`config.mk`:
```
export PLATFORM = sky130hd
export DESIGN_NAME = bcd_to_binary_converter
export DESIGN_NICKNAME = d
export VERILOG_FILES = /design/src/rtl/bcd_pkg.sv /design/src/rtl/bcd_digit_adjust.sv /design/src/rtl/bcd_to_binary_converter.sv
export SDC_FILE = /design/constraint.sdc
export NUM_CORES = 1
export LEC_CHECK = 0
export ABC_AREA = 1
export CORE_ASPECT_RATIO = 1.2
export CORE_MARGIN = 8
export CORE_UTILIZATION = 40
export CTS_BUF_LIST = sky130_fd_sc_hd__clkbuf_4 sky130_fd_sc_hd__clkbuf_8
export CTS_CLUSTER_SIZE = 30
export DETAILED_ROUTE_END_ITERATION = 10
export PLACE_DENSITY = 0.7
export SYNTH_ARGS = -nofsm -noshare
export SYNTH_HDL_FRONTEND = slang
export SYNTH_HIERARCHICAL = 1
export SYNTH_SLANG_ARGS = --single-unit
```
`constraint.sdc`:
```
create_clock -name clk -period 3.1 [get_ports clk]
set_input_delay 0.465 -clock clk [delete_from_list [all_inputs] [get_ports clk]]
set_output_delay 0.465 -clock clk [all_outputs]
set_load 0.01 [all_outputs]
```
`src/rtl/bcd_pkg.sv`:
```
// Shared BCD definitions for the BCD<->binary conversion blocks.
package bcd_pkg;

  localparam int NIBBLE_W = 4;

  localparam logic [NIBBLE_W-1:0] BCD_MAX_DIGIT = 4'd9;
  localparam logic [NIBBLE_W-1:0] BCD_ADJ       = 4'd3;
  localparam logic [NIBBLE_W-1:0] BCD_ADJ_MIN   = 4'd8;

  typedef enum logic [1:0] {
    IDLE,
    SHIFT,
    DONE
  } state_t;

endpackage

```
`src/rtl/bcd_digit_adjust.sv`:
```
// One reverse double-dabble correction: after a right shift a decimal digit
// that reads 8 or more subtracts 3 so the carried-in half-ten is folded back.
module bcd_digit_adjust
  import bcd_pkg::*;
(
  input  logic [NIBBLE_W-1:0] i_digit,
  output logic [NIBBLE_W-1:0] o_digit
);

  assign o_digit = (i_digit >= BCD_ADJ_MIN) ? (i_digit - BCD_ADJ) : i_digit;

endmodule

```
`src/rtl/bcd_to_binary_converter.sv`:
```
// Sequential packed-BCD to binary converter, one reverse double-dabble step per clock.
// Define BCD_INVALID_DIGIT_CHECK_EN to flag operands holding a nibble above 9 on err.
module bcd_to_binary_converter
  import bcd_pkg::*;
#(
  parameter int DIGITS = 2,
  parameter int BIN_W  = 7
) (
  input  logic                       clk,
  input  logic                       rst_n,
  input  logic                       in_valid,
  output logic                       in_ready,
  input  logic [NIBBLE_W*DIGITS-1:0] bcd_in,
  output logic                       out_valid,
  input  logic                       out_ready,
  output logic [BIN_W-1:0]           bin_out,
  output logic                       err
);

  localparam int BCD_W = NIBBLE_W * DIGITS;
  localparam int CNT_W = $clog2(BCD_W + 1);

  if ((2 ** BIN_W) < (10 ** DIGITS)) begin : g_width_check
    $error("BIN_W too narrow for DIGITS decimal digits");
  end

  state_t             r_state;
  logic [BCD_W-1:0]   r_bcd;
  logic [BCD_W-1:0]   r_bin;
  logic [CNT_W-1:0]   r_step;
  logic               r_in_ready;
  logic               r_out_valid;
  logic [BIN_W-1:0]   r_bin_out;

  logic [2*BCD_W-1:0] w_shift;
  logic [BCD_W-1:0]   w_bcd_adj;
  logic [BCD_W-1:0]   w_bin_next;
  logic [BIN_W-1:0]   w_bin_res;
  logic               w_last;

  // The whole {bcd,bin} pair moves right as one word; digits are then corrected.
  assign w_shift    = {r_bcd, r_bin} >> 1;
  assign w_bin_next = w_shift[BCD_W-1:0];
  assign w_bin_res  = BIN_W'(w_bin_next);
  assign w_last     = (r_step == CNT_W'(BCD_W - 1));

  for (genvar gi = 0; gi < DIGITS; gi++) begin : g_adj
    bcd_digit_adjust u_adj (
      .i_digit (w_shift[BCD_W + gi*NIBBLE_W +: NIBBLE_W]),
      .o_digit (w_bcd_adj[gi*NIBBLE_W +: NIBBLE_W])
    );
  end

  always_ff @(posedge clk or negedge rst_n) begin
    if (!rst_n) begin
      r_state     <= IDLE;
      r_bcd       <= '0;
      r_bin       <= '0;
      r_step      <= '0;
      r_in_ready  <= 1'b1;
      r_out_valid <= 1'b0;
      r_bin_out   <= '0;
    end else begin
      case (r_state)
        IDLE: begin
          if (in_valid) begin
            r_bcd      <= bcd_in;
            r_bin      <= '0;
            r_step     <= '0;
            r_in_ready <= 1'b0;
            r_state    <= SHIFT;
          end
        end
        SHIFT: begin
          r_bcd  <= w_bcd_adj;
          r_bin  <= w_bin_next;
          r_step <= r_step + CNT_W'(1);
          if (w_last) begin
            r_bin_out   <= w_bin_res;
            r_out_valid <= 1'b1;
            r_state     <= DONE;
          end
        end
        DONE: begin
          if (out_ready) begin
            r_out_valid <= 1'b0;
            r_in_ready  <= 1'b1;
            r_state     <= IDLE;
          end
        end
        default: begin
          r_out_valid <= 1'b0;
          r_in_ready  <= 1'b1;
          r_state     <= IDLE;
        end
      endcase
    end
  end

`ifdef BCD_INVALID_DIGIT_CHECK_EN
  logic [DIGITS-1:0] w_nib_bad;
  logic              r_err_cap;
  logic              r_err;

  for (genvar gi = 0; gi < DIGITS; gi++) begin : g_chk
    assign w_nib_bad[gi] = (bcd_in[gi*NIBBLE_W +: NIBBLE_W] > BCD_MAX_DIGIT);
  end

  // Flag is taken at capture and only surfaces together with the result.
  always_ff @(posedge clk or negedge rst_n) begin
    if (!rst_n) begin
      r_err_cap <= 1'b0;
      r_err     <= 1'b0;
    end else begin
      if (r_state == IDLE && in_valid) r_err_cap <= |w_nib_bad;
      if (r_state == SHIFT && w_last)  r_err     <= r_err_cap;
    end
  end

  assign err = r_err;
`else
  assign err = 1'b0;
`endif

  assign in_ready  = r_in_ready;
  assign out_valid = r_out_valid;
  assign bin_out   = r_bin_out;

endmodule

```
# After elaboration in Yosys (flattened, before gate mapping)
# Cells that the tools add are included.
# word_totals
reg_bits	31
inputBits	12
out_inout_bits	10
elab_cells	45
# op_classes
add_sub_neg	3
magnitude_cmp	2
n_eq_ne	6
n_mux	18
n_bitwise	2
reduce_logical	7
# ops
op	count
8-bit case mux with 2 select lines	2
8-bit two-way mux	2
4-bit two-way mux	3
3-bit AND reduction	3
4-bit case mux with 2 select lines	1
2-bit two-way mux	3
2-bit inequality test, second input constant	3
1-bit case mux with 3 select lines	2
2-bit case mux with 3 select lines	1
4-bit by 1-bit adder with 4-bit output, second input constant	1
4-bit by 3-bit equality test with 1-bit output, second input constant	1
3-bit by 4-bit greater-or-equal comparator with 1-bit output, second input constant	1
4-bit greater-or-equal comparator, second input constant	1
1-bit two-way mux	4
2-bit AND reduction	2
3-bit by 2-bit subtractor with 4-bit output, second input constant	1
4-bit by 2-bit subtractor with 4-bit output, second input constant	1
2-bit by 1-bit equality test with 1-bit output, second input constant	1
2-bit equality test, second input constant	1
2-bit logical NOT	1
1-bit inverter	2
2-bit nonzero test	1

# Depth between registers and ports, before layout
# depth
ltp_word	3
ltp_mapped	8
depth_no_buf	8

# By module
# Netlist, hierarchy kept.
# by_module_without_submodules
module	n_inst	cells_per_inst	area_each_um2	seq_area_each_um2
bcd_to_binary_converter	1	146	1308.8	752.0
bcd_digit_adjust	2	16	88.8	0.0

# Worst setup path before layout
# No wires, ideal clock.
# synth_timing
kind	in2reg
start	in in_valid
end	reg r_bcd[4]
setup_time_ns	0.125
arrival_ns	0.996
required_ns	2.975
path_slack_ns	1.980
path_stages	5
n_path_buf	2
path_cell_list	buf_2 nand2_2 buf_4 nand3_1 nand3_1
# synth_via
elab_chain_len	2
# synth_rtl
item	line_no	text
start: declaration	bcd_to_binary_converter.sv:11	input logic in_valid,
2-bit inequality test (no source line)	n/a	
2-bit AND reduction (no source line)	n/a	
end signal: assignment	bcd_to_binary_converter.sv:67	r_bcd <= bcd_in;
end signal: assignment	bcd_to_binary_converter.sv:75	r_bcd <= w_bcd_adj;
end: declaration	bcd_to_binary_converter.sv:28	logic [BCD_W-1:0] r_bcd;
# No other way between the ends.
# A chain may end at the register's enable or synchronous reset.

# Final worst setup path
# layout_timing
start	reg r_in_ready, in the netlist in_ready
end	out in_ready
# layout_rtl
item	line_no	text
start: declaration	bcd_to_binary_converter.sv:31	logic r_in_ready;
start signal: assignment	bcd_to_binary_converter.sv:60	r_in_ready <= 1'b1;
start signal: assignment	bcd_to_binary_converter.sv:70	r_in_ready <= 1'b0;
start signal: assignment	bcd_to_binary_converter.sv:87	r_in_ready <= 1'b1;
end: declaration	bcd_to_binary_converter.sv:12	output logic in_ready,
# No word-level cell between the ends.

==> impl_results.md <==
- Status: completed
- Sequential element share of the synthesized area: 0.506
- Post-synthesis average cell area: 8.35 um2
- CTS Sinks: 30
- Setup ws final: 1290 ps
- Final Critical Period: 1810 ps
- Unique masters post-synth: 23
- Clock Path Buffers: 2
- Reg2Reg Setup Slack: 1710 ps
- Post-route design area: 0.00182 mm2
- Clock root buffer: clkbuf_8
- Avg WL per Cell: 11.3 um
- Final wirelength: 2790 um
- CTS buffer count: 5
- Maxcap violations: 0
- Setup Viol. Count Final: 0
- Worst EP arrival: 1340 ps
- Hold Fails Final Rpt: 0
- Primary FF master, synth: dfrtp_1
- Vias per Instance: 4.75
- Largest net degree at the start of global routing: 31
- Critical path depth: 1
- Die width: 71.7 um
- Top post-synthesis cells by count: 52 x nand2_1, 32 x nand3_1, 29 x dfrtp_1
- First DRT Iteration DRCs: 52
- Dominant cell type by area after synthesis: dfrtp_1
- Post-placement worst setup slack: 1300 ps
- Hold Path Class: flip-flop to flip-flop
- Fmax: 553 MHz
- Initial antenna violation count: 0
- Grt ovf: 0
- Final GP Congestion: 0.753
- Worst Skew: 1.61 ps
- Post-CTS setup buffer count: 0
- Initial DRT Pass Iterations: 4
- Critical-path top delay cell: dfstp_2
- Hold_ws: 474 ps
- Cells on worst reg2reg path: 6
- Most common cell in the netlist: nand2_1
- PD cells: 960 mW/mm2
- FP Rows: 24
- Post-Syn Instances: 178
- Die boundary height: 82.8 um
- Worst-skew pair later-pin latency: 280 ps
- Tot Pwr: 0.00175 W
- Worst vdd ir: 0.000602 V
- TNS Setup: 0 ps
- Synthesis-to-finish area growth: 22.7%
- Starting Density: 0.413
- Crit path cell chain: clkdlybuf4s50_1
- Yosys top cell area share: 0.488
- # IOs: 22
- Wire length of the first global-routing pass: 5220 um
- Final Max Tran Viols: 0
- Setup CP Type: flip-flop to output port
- Final net count: 223
- Port Buffers: 20
- Layout cell share with drive strength beyond 1: 0.0918
- Core area: 0.00360 mm2
- Yosys reg bits: 30
- Number of global-route vias before repair: 1199
- Asr flop ratio synth: 1.00
- YS warnings: 6
- Post-DP HPWL: 2000 um
- Final ANT Viol Nets: 0
- Cell area after synthesis: 0.00149 mm2
- GRT Resource Usage Total: 0.113
- Worst Setup End Kind: output port
- WP buf/inv: 1
- Worst EP required: 2630 ps
- Post-DP Area: 0.00172 mm2
- Via count: 1168
- DRC violations left: 0
- Startpoint Class: flip-flop
- Number of synthesized flops with an enable pin: 0
- CTS tree: yes
- Ranking of synthesized cells by area: dfrtp_1 49%, nand2_1 13%, nand3_1 11%, inv_1 5.1%, ha_1 4.2%
- Die ar.: 0.00593 mm2
- Hold path depth: 2
- RSZ-0062 raised after global routing: no
- CTS H-Tree Depth: 2
- CP top delay family: flip-flops
- Post-CTS resize count: 0
- N_diodes: 0
- Hold_buf cts: 0
- Max incr delay on CP: 530 ps
- Final cycle utilization of the critical path: 0.584
- Worst-path clk slew: 60 ps
- Leakage: 0.916 nW
- CP Max Fanout: 2
## final timing paths
check,start,end
max,in_ready,in_ready
min,r_bin[6],bin_out[5]
max reg2reg,r_state[1],bin_out[3]
min reg2reg,r_bin[6],bin_out[5]
max in group asynchronous,rst_n,in_ready
min in group asynchronous,rst_n,bin_out[0]
## kinds of logic after synthesis
logic type	count (synthesis)	share of synthesized area
AND/OR/NAND/NOR	96	0.285
XOR/XNOR	2	0.0118
adder cells (fa/ha/maj)	5	0.0421
AO/OA/AOI/OAI	16	0.0640
flip-flops	30	0.506
other	1	0.00252
buffers and inverters	28	0.0892
## per-layer routing
layer | global-route usage | up-vias | part of all wire
met3 | 0.0397 | 5 | 0.058
met1 | 0.122 | 528 | 0.47
met5 | 0 | - | 0
li1 | - | 611 | -
met2 | 0.196 | 24 | 0.46
met4 | 0.0491 | 0 | 0.017
## stage by stage
stage / util / instances
final: 0.506 / 246
after global routing: 0.506 / 246
after CTS: 0.506 / 246
after detailed placement: 0.476 / 238
after global placement: 0.476 / 238
after floorplan: - / 184
## layout by cell type (no fill, tap or decap), drive strengths merged
master,count
nand2,56
nand3,32
dfrtp,29
inv,22
clkdlybuf4s50,20
conb,7
o21ai,7
nor2,7
o22ai,5
ha,5
clkbuf,5
clkinv,2
xor2,2
a21boi,2
a21oi,2
nand4,1
bufinv,1
dfstp,1
buf,1
## sequential cells by signal, summed over array words and instances, names as in the netlist
register	count
in_ready	1
r_step	4
out_valid	1
bin_out	7
r_state	2
r_bin	7
r_bcd	8
## report_power, final
part | internal (W) | switching, W | leakage [nW] | total [W]
sequential | 0.000565 | 0.000143 | 0.382 | 0.000708
clock | 0.000236 | 0.000149 | 0.0579 | 0.000385
combinational | 0.000286 | 0.000372 | 0.476 | 0.000658
## area by class of cell
class | count | area [um2]
sequential | 30 | 752
tap | 39 | 48.8
multi-input combinational | 126 | 624
inverter | 22 | 82.6
clock buffer | 5 | 68.8
clock inverter | 3 | 40.0
timing repair buffer | 21 | 208
fill | 356 | 1780
Power figures use the tool's default switching activity.
